**src/rtl/i2c_target_regs.sv**
```systemverilog
// I2C target exposing NUM_REGS byte registers through a pointer/write-strobe/read-data port.
// Latency: SYNC_STAGES+1 clk from a pin edge to the resulting state/sda_oe update; wr_valid is a 1-clk pulse.
// Backpressure: none; the register file must accept wr_valid and present rd_data in the same clk.
module i2c_target_regs #(
  parameter int DEV_ADDR    = 7'h47,
  parameter int NUM_REGS    = 11,
  parameter int REG_AW      = 4,
  parameter int SYNC_STAGES = 2,
  parameter int AUTO_INC    = 1
) (
  input  logic              clk,
  input  logic              rst,
  input  logic              scl_in,
  input  logic              sda_in,
  output logic              sda_oe,
  output logic              wr_valid,
  output logic [REG_AW-1:0] wr_addr,
  output logic [7:0]        wr_data,
  output logic [REG_AW-1:0] rd_addr,
  input  logic [7:0]        rd_data,
  output logic              busy
);

  localparam logic [6:0]        DEV_A    = 7'(DEV_ADDR);
  localparam logic [8:0]        NREGS_W  = 9'(NUM_REGS);
  localparam logic [REG_AW-1:0] LAST_REG = REG_AW'(NUM_REGS - 1);

  typedef enum logic [3:0] {
    S_IDLE, S_DEV_ADDR, S_ACK_DEV, S_REG_ADDR, S_ACK_REG,
    S_WR_DATA, S_ACK_WR, S_RD_DATA, S_ACK_RD, S_IGNORE
  } state_t;

  logic [SYNC_STAGES-1:0] scl_sync_q, sda_sync_q;
  logic                   scl_prev_q, sda_prev_q;
  logic                   scl_s, sda_s, scl_rise, scl_fall, start_det, stop_det;
  logic                   bit_in, byte_done;

  state_t            state_q, state_d;
  logic [3:0]        cnt_q, cnt_d;
  logic [7:0]        shift_q, shift_d;
  logic [REG_AW-1:0] ptr_q, ptr_d;
  logic              oe_q, oe_d;
  logic              busy_q, busy_d;
  logic              mack_q, mack_d;
  logic              wr_valid_q, wr_valid_d;
  logic [REG_AW-1:0] wr_addr_q, wr_addr_d;
  logic [7:0]        wr_data_q, wr_data_d;

  // Pointer advance with wrap; frozen when auto-increment is disabled.
  function automatic logic [REG_AW-1:0] ptr_next(input logic [REG_AW-1:0] p);
    if (AUTO_INC == 0) return p;
    if (p == LAST_REG) return '0;
    return p + REG_AW'(1);
  endfunction

  // Pin synchronizers plus one extra stage of history for edge detection; idle bus is high.
  always_ff @(posedge clk) begin
    if (rst) begin
      scl_sync_q <= '1;
      sda_sync_q <= '1;
      scl_prev_q <= 1'b1;
      sda_prev_q <= 1'b1;
    end else begin
      scl_sync_q <= {scl_sync_q[SYNC_STAGES-2:0], scl_in};
      sda_sync_q <= {sda_sync_q[SYNC_STAGES-2:0], sda_in};
      scl_prev_q <= scl_sync_q[SYNC_STAGES-1];
      sda_prev_q <= sda_sync_q[SYNC_STAGES-1];
    end
  end

  assign scl_s     = scl_sync_q[SYNC_STAGES-1];
  assign sda_s     = sda_sync_q[SYNC_STAGES-1];
  assign scl_rise  = scl_s & ~scl_prev_q;
  assign scl_fall  = ~scl_s & scl_prev_q;
  assign start_det = scl_s & scl_prev_q & sda_prev_q & ~sda_s;
  assign stop_det  = scl_s & scl_prev_q & ~sda_prev_q & sda_s;
  // Bit count saturates at 8; the byte is acted on at the following SCL fall so sda_oe moves on a fall.
  assign bit_in    = scl_rise & (cnt_q != 4'd8);
  assign byte_done = scl_fall & (cnt_q == 4'd8);

  // State and datapath registers.
  always_ff @(posedge clk) begin
    if (rst) begin
      state_q    <= S_IDLE;
      cnt_q      <= '0;
      shift_q    <= '0;
      ptr_q      <= '0;
      oe_q       <= 1'b0;
      busy_q     <= 1'b0;
      mack_q     <= 1'b0;
      wr_valid_q <= 1'b0;
      wr_addr_q  <= '0;
      wr_data_q  <= '0;
    end else begin
      state_q    <= state_d;
      cnt_q      <= cnt_d;
      shift_q    <= shift_d;
      ptr_q      <= ptr_d;
      oe_q       <= oe_d;
      busy_q     <= busy_d;
      mack_q     <= mack_d;
      wr_valid_q <= wr_valid_d;
      wr_addr_q  <= wr_addr_d;
      wr_data_q  <= wr_data_d;
    end
  end

  // Next-state logic: STOP beats START, both beat the per-state bit handling.
  always_comb begin
    state_d    = state_q;
    cnt_d      = cnt_q;
    shift_d    = shift_q;
    ptr_d      = ptr_q;
    oe_d       = oe_q;
    busy_d     = busy_q;
    mack_d     = mack_q;
    wr_valid_d = 1'b0;
    wr_addr_d  = wr_addr_q;
    wr_data_d  = wr_data_q;
    if (stop_det) begin
      state_d = S_IDLE;
      busy_d  = 1'b0;
      oe_d    = 1'b0;
      cnt_d   = '0;
    end else if (start_det) begin
      state_d = S_DEV_ADDR;
      cnt_d   = '0;
      oe_d    = 1'b0;
    end else begin
      case (state_q)
        S_DEV_ADDR: begin
          if (bit_in) begin
            shift_d = {shift_q[6:0], sda_s};
            cnt_d   = cnt_q + 4'd1;
          end else if (byte_done) begin
            cnt_d = '0;
            if (shift_q[7:1] == DEV_A) begin
              state_d = S_ACK_DEV;
              oe_d    = 1'b1;
              busy_d  = 1'b1;
            end else begin
              state_d = S_IGNORE;
              busy_d  = 1'b0;
            end
          end
        end
        S_ACK_DEV: begin
          if (scl_fall) begin
            cnt_d = '0;
            if (shift_q[0]) begin
              state_d = S_RD_DATA;
              shift_d = rd_data;
              oe_d    = ~rd_data[7];
            end else begin
              state_d = S_REG_ADDR;
              oe_d    = 1'b0;
            end
          end
        end
        S_REG_ADDR: begin
          if (bit_in) begin
            shift_d = {shift_q[6:0], sda_s};
            cnt_d   = cnt_q + 4'd1;
          end else if (byte_done) begin
            cnt_d = '0;
            if ({1'b0, shift_q} < NREGS_W) begin
              ptr_d   = shift_q[REG_AW-1:0];
              state_d = S_ACK_REG;
              oe_d    = 1'b1;
            end else begin
              state_d = S_IGNORE;
            end
          end
        end
        S_ACK_REG, S_ACK_WR: begin
          if (scl_fall) begin
            state_d = S_WR_DATA;
            oe_d    = 1'b0;
            cnt_d   = '0;
          end
        end
        S_WR_DATA: begin
          if (bit_in) begin
            shift_d = {shift_q[6:0], sda_s};
            cnt_d   = cnt_q + 4'd1;
          end else if (byte_done) begin
            cnt_d      = '0;
            wr_valid_d = 1'b1;
            wr_addr_d  = ptr_q;
            wr_data_d  = shift_q;
            ptr_d      = ptr_next(ptr_q);
            state_d    = S_ACK_WR;
            oe_d       = 1'b1;
          end
        end
        S_RD_DATA: begin
          if (bit_in) begin
            cnt_d = cnt_q + 4'd1;
          end else if (byte_done) begin
            cnt_d   = '0;
            state_d = S_ACK_RD;
            oe_d    = 1'b0;
          end else if (scl_fall) begin
            shift_d = {shift_q[6:0], 1'b0};
            oe_d    = ~shift_q[6];
          end
        end
        S_ACK_RD: begin
          // Advance on the 9th rise so rd_data already reflects the next register at the fall.
          if (scl_rise) begin
            mack_d = ~sda_s;
            ptr_d  = ptr_next(ptr_q);
          end else if (scl_fall) begin
            cnt_d = '0;
            if (mack_q) begin
              state_d = S_RD_DATA;
              shift_d = rd_data;
              oe_d    = ~rd_data[7];
            end else begin
              state_d = S_IGNORE;
            end
          end
        end
        default: ;
      endcase
    end
  end

  assign sda_oe   = oe_q;
  assign busy     = busy_q;
  assign wr_valid = wr_valid_q;
  assign wr_addr  = wr_addr_q;
  assign wr_data  = wr_data_q;
  assign rd_addr  = ptr_q;

endmodule

```
**config.mk**
```make
export PLATFORM = sky130hd
export DESIGN_NAME = i2c_target_regs
export DESIGN_NICKNAME = d
export VERILOG_FILES = /design/src/rtl/i2c_target_regs.sv
export SDC_FILE = /design/constraint.sdc
export NUM_CORES = 1
export LEC_CHECK = 0
export CAP_MARGIN = 20
export CORE_MARGIN = 2
export CORE_UTILIZATION = 55
export DETAILED_ROUTE_END_ITERATION = 10
export HOLD_SLACK_MARGIN = 0.03
export PLACE_DENSITY = 0.85
export SETUP_SLACK_MARGIN = 0.3
export SKIP_LAST_GASP = 1
export SLEW_MARGIN = 0
export SYNTH_ARGS = -nofsm -noshare
export SYNTH_HDL_FRONTEND = slang
export SYNTH_SLANG_ARGS = --single-unit
```
**constraint.sdc**
```tcl
create_clock -name clk -period 4.51 [get_ports clk]
set_input_delay 0.902 -clock clk [delete_from_list [all_inputs] [get_ports clk]]
set_output_delay 0.902 -clock clk [all_outputs]
set_load 0.03 [all_outputs]
```
[Word level (Yosys, flattened, before mapping)]
Index checks and enable logic that the tools add are counted.
W data, S select, Z words.
Storage, ports and cells
  register bits: 42
  bits of input ports: 12
  output and inout bits: 19
  logic and storage cells: 179
Operators by class
  $add $sub $neg: 2
  $lt $le $gt $ge: 1
  equal/unequal tests: 46
  multiplexer cells: 73
  bitwise logic cells: 19
  reductions and logical operators: 22
Operators by type and width (number)
  $mux W4: 28
  $mux W8: 9
  $ne A3 B3 Y1 const B: 13
  $ne A2 B2 Y1 const B: 19
  $pmux W8 S4: 1
  $mux W1: 30
  $pmux W4 S7: 1
  $reduce_and A13 Y1: 2
  $pmux W4 S3: 2
  $eq A4 B3 Y1 const B: 4
  $reduce_and A16 Y1: 1
  $eq A4 B4 Y1 const B: 3
  $reduce_and A12 Y1: 1
  $reduce_and A11 Y1: 1
  $not A1 Y1: 10
  $and A1 B1 Y1: 9
  $reduce_and A9 Y1: 1
  $reduce_or A3 Y1: 3
  $add A4 B1 Y4 const B: 2
  $eq A4 B2 Y1 const B: 2
  $lt A8 B4 Y1 const B: 1
  $reduce_and A4 Y1: 2
  $reduce_bool A8 Y1: 1
  $eq A7 B7 Y1 const B: 1
  other kinds (14): 16

[Depth between registers and ports, before layout]
  word-level depth: 12
  depth in mapped cells: 7
  gate-level depth less buffers: 7

[Worst setup path before layout]
No wires, ideal clock.
  path kind: register -> register
  start point: register cnt_q[0]
  end point: register ptr_q[2], in the netlist rd_addr[2]
  setup time: 0.116 ns
  arrival: 1.874 ns
  data required time: 4.394 ns
  setup slack: 2.521 ns
  stages on the path, launching flop included: 8
  path buffers: 0
  clock period less this slack: 1.989 ns
  cells stage by stage: dfxtp_1 > inv_1 > ha_1 > nand3b_4 > or4_4 > a211oi_4 > nand3_1 > a31o_1
Between the ends
  word-level cells in the longest chain between the ends: 4
  elaborated cells between the ends (all ways): 9
  classes of those cells: 6 x eq/ne; 2 x bitwise; 1 x reduce/logical
RTL lines
  start, declared: line 39  | logic [3:0] cnt_q, cnt_d;
  start signal, assigned: line 96  | cnt_q <= cnt_d;
  $eq A4 B4 Y1 or $ne A4 B4 Y1 (tied branches): line 79, 78
  $and A1 B1 Y1 (on tied branches): line 79, 78
  $ne A2 B2 Y1 (no source line)
  $reduce_and A9 Y1 (no source line) (*)
  end signal, assigned: line 98  | ptr_q <= ptr_d;
  end, declared: line 41  | logic [REG_AW-1:0] ptr_q, ptr_d;
Mark *: on every way between the ends. The rest lies on a longest branch, timed or not.
A chain may end at the register's enable or synchronous reset.

[Worst setup path after layout]
  start point: register state_q[0]
  end point: register shift_q[1]
Between the ends
  word-level cells in the longest chain between the ends: 4
  elaborated cells between the ends (all ways): 19
  classes of those cells: 15 x eq/ne; 1 x mux; 3 x reduce/logical
RTL lines
  start, declared: line 38  | state_t state_q, state_d;
  start signal, assigned: line 95  | state_q <= state_d;
  $eq A4 B3 Y1, or another cell as far along: line 130  | case (state_q)
  $reduce_or A3 Y1 (no source line)
  $ne A2 B1 Y1 (no source line) or $reduce_bool A4 Y1 (tied branches)
  $reduce_and A12 Y1 (no source line)
  end signal, assigned: line 97  | shift_q <= shift_d;
  end, declared: line 40  | logic [7:0] shift_q, shift_d;
Several ways; a longest one is shown, not always the timed one.

==> reports/qor.yml <==
power_and_ir_drop:
  p_total_uw: 728
  powerDensity_nw_per_um2: 255
  p_leak_uw: 0.000967
  irDropWorstVdd_mv: 0.211
synthesis:
  synth_edf_count: 0
  netlist_area_um2: 2430
  yosysTopAreaCell: "dfxtp_1"
  seq_area_frac_synth: 0.346
  synth_area_leaders: "dfxtp_1 35%, mux2i_1 7.8%, a221oi_2 3.7%"
  synth.top_cell.area_share: 0.346
  async_flop_share: 0
  ys_warn_count: 0
  synth_cell_types: 66
  syn-num-nets: 285
  syn-instance-count: 271
  synthFlopType: "dfxtp_1"
  synth-seq-cells: 42
  avgSynthCellArea_um2: 8.97
outcome:
  outcome: "complete, no violations"
cts:
  numClockSinks: 42
  clock_latency_ns: 0.30
  htree_levels: 2
  cts-resized-gates: 0
  cts.reportedPaths.clkPinSlew_ns: 0.09
  ctsHoldBuffers: 0
  cts-root-buf: "clkbuf_8"
  cts_buffer_depth: 2
  cts_buffers: 5
  post_cts_buffers: 0
  cts_tree: "done"
sta:
  setup_viol: 0
  min_period_ns: 2.76
  drv_slew: 0
  max_slew.worst_pin.slew_ns: 0.841
  slew_headroom: 0.438
  hold_viol: 0
  post-route-period-util: 0.611
  fmax_mhz: 363
  tns_ns: 0
  rsz0062_at_grt: "no"
  skew_ns: 0.0152
route:
  drc_errors: 0
  drtIter0Drc: 222
  ant_nets: 0
  drt-total-wl_um: 5610
  vias: 2112
  first_pass_iters: 4
  wl_per_cell_um: 16.2
  avgViaCountPerCell: 6.09
die:
  dieArea_um2: 4970
  start_util: 0.566
  die_x_um: 70.5
  fp.coreArea_um2: 4290
  placementRows: 24
  die_h_um: 70.5
  num_io_pins: 31
finish:
  multiInputGateArea_um2: 1470
  layout.nets: 308
  register_area_um2: 841
  num_antenna_cells: 0
  nFillCells: 360
  drive_above_1_share: 0.122
  area_delta_synth_final_pct: 17.2
grt:
  grtUsageTotal: 0.238
  grt_max_degree: 34
  overflow: 0
  first_global_vias: 2009
  antenna_found_initial: 0
  grt_pass1_wl_um: 9460
worst_hold_path:
  worstHoldPathType: "flop to flop"
placement:
  globalplace.congestion: 0.955
  io_buffers: 30
  hpwlAfterDp_um: 3960
setup_path:
  cp-end-kind: "flop"
  worstPathRequired_ns: 4.71
  path_cells: "nor2b_1 > nand3_1 > mux2_4 > a21o_4 > mux2_4"
  cp_slowest_stage_delay_ns: 0.80
  cp.buffers_inverters: 0
  cp.arrival_ns: 2.96
  crit_type: "flop to flop"
  path_common_cell: "mux2_4"
  critPathLaunchType: "flop"
  crit_fanout: 20
  path_delay_family: "simple AND/OR/NAND/NOR gates"
  critPathSlowestCell: "dfxtp_1"
run:
  drv_cap: 0
-- cell usage after synthesis (2+ instances only) --
library cell and n:
nand2b_1 3, dfxtp_1 42, buf_2 7, inv_1 12, o21ai_0 6, nand2_1 20, clkbuf_1 7, nor2b_1 8
ha_1 2, and3b_1 2, a311oi_1 3, o2111ai_1 3, or2_2 6, and2_1 2, a21oi_1 17, o31ai_1 2
a221oi_1 7, o21ai_1 5, mux2i_1 19, a211oi_1 2, or3_1 4, buf_6 2, a41oi_1 2, mux2_4 2
nand3_1 7, a221oi_2 6, nor3_1 4, nor2_1 24, a211o_1 2, o22ai_1 3, xnor2_1 2, nand3b_1 2
a21o_1 3
-- cell families (layout without fill, tap and decap cells) --
family / after synthesis / count (layout) / synth area share
xor gates and xnor gates: 3 / 3 / 0.0108
DFF: 42 / 42 / 0.346
AOI/OAI and AO/OA: 77 / 77 / 0.252
muxes: 21 / 21 / 0.0906
adders and majority gates: 2 / 2 / 0.0103
buffers and inverters: 28 / 52 / 0.0530
and+or+nand+nor: 98 / 98 / 0.237
-- placed cells by master, fill, tap and decap left out, drive strengths merged, types with 3 or more instances in the layout --
| cell | instances |
|---|---|
| nand3 | 7 |
| nand2b | 5 |
| a211oi | 3 |
| o31ai | 3 |
| nor2b | 8 |
| nor2 | 24 |
| or3 | 4 |
| a21o | 4 |
| nor4b | 3 |
| clkbuf | 6 |
| a311oi | 3 |
| o21ai | 11 |
| nand2 | 20 |
| clkdlybuf4s50 | 30 |
| a221oi | 13 |
| inv | 12 |
| o22ai | 4 |
| nor3 | 4 |
| or2 | 6 |
| nand3b | 3 |
| a21oi | 17 |
| mux2i | 19 |
| dfxtp | 42 |
| o2111ai | 3 |
-- through the flow --
| stage | hold WS, ns | setup slack (ns) | utilization | std cells | cell area, um2 |
|---|---|---|---|---|---|
| after global placement | 0.393 | 1.90 | 0.635 | 338 | 2730 |
| after CTS | 0.415 | 1.77 | 0.661 | 346 | 2840 |
| after global routing | 0.423 | 1.56 | 0.664 | 347 | 2850 |
| after floorplan | 0.389 | 2.52 | - | 271 | 2430 |
| after detailed placement | 0.398 | 1.81 | 0.635 | 338 | 2730 |
| final | 0.407 | 1.75 | 0.664 | 347 | 2850 |
-- final timing paths --
kind | start | to | slack [ns] | cells after the start
worst max-delay path | state_q[0]$_SDFFE_PP0P_ | shift_q[1]$_SDFFE_PP0P_ | 1.75 | 5
worst min-delay path | sda_sync_q[0]$_SDFF_PP1_ | sda_sync_q[1]$_SDFF_PP1_ | 0.41 | 1
worst max register to register | state_q[0]$_SDFFE_PP0P_ | shift_q[1]$_SDFFE_PP0P_ | 1.75 | 5
worst min register to register | sda_sync_q[0]$_SDFF_PP1_ | sda_sync_q[1]$_SDFF_PP1_ | 0.41 | 1
-- power by group --
| group | internal, uW | total, uW | switching (uW) |
|---|---|---|---|
| clock | 165 | 296 | 131 |
| sequential | 374 | 381 | 6.64 |
| combinational | 22.7 | 50.7 | 28.0 |
| total | 562 | 728 | 165 |
-- state kept, by name, summed over array words and instances (netlist names), 2 cells and up --
register / flops
cnt_q: 4
wr_addr: 4
shift_q: 8
scl_sync_q: 2
state_q: 4
rd_addr: 4
wr_data: 8
sda_sync_q: 2
-- layer usage --
layer,share of wire,up-vias,wire [um],track usage
met4,0.011,0,61,0.100
met5,0,-,0,0
met3,0.074,6,416,0.0620
met2,0.48,79,2670,0.362
met1,0.44,978,2460,0.317
li1,-,1049,-,-
-- area by class of cell --
type,instances,share of cell area
Clock inverter,2,0.0132
Timing Repair Buffer,32,0.112
Inverter,12,0.0158
Sequential cell,42,0.295
Clock buffer,6,0.0255
Tap cell,52,0.0228
Multi-Input combinational cell,201,0.516
-- worst reg2reg max path, stage by stage, from the launching register on --
cell and delay [ns]:
dfxtp_1 0.80, nor2b_1 0.76, nand3_1 0.21, mux2_4 0.36, a21o_4 0.24, mux2_4 0.30
(Power assumes the default switching activity.)
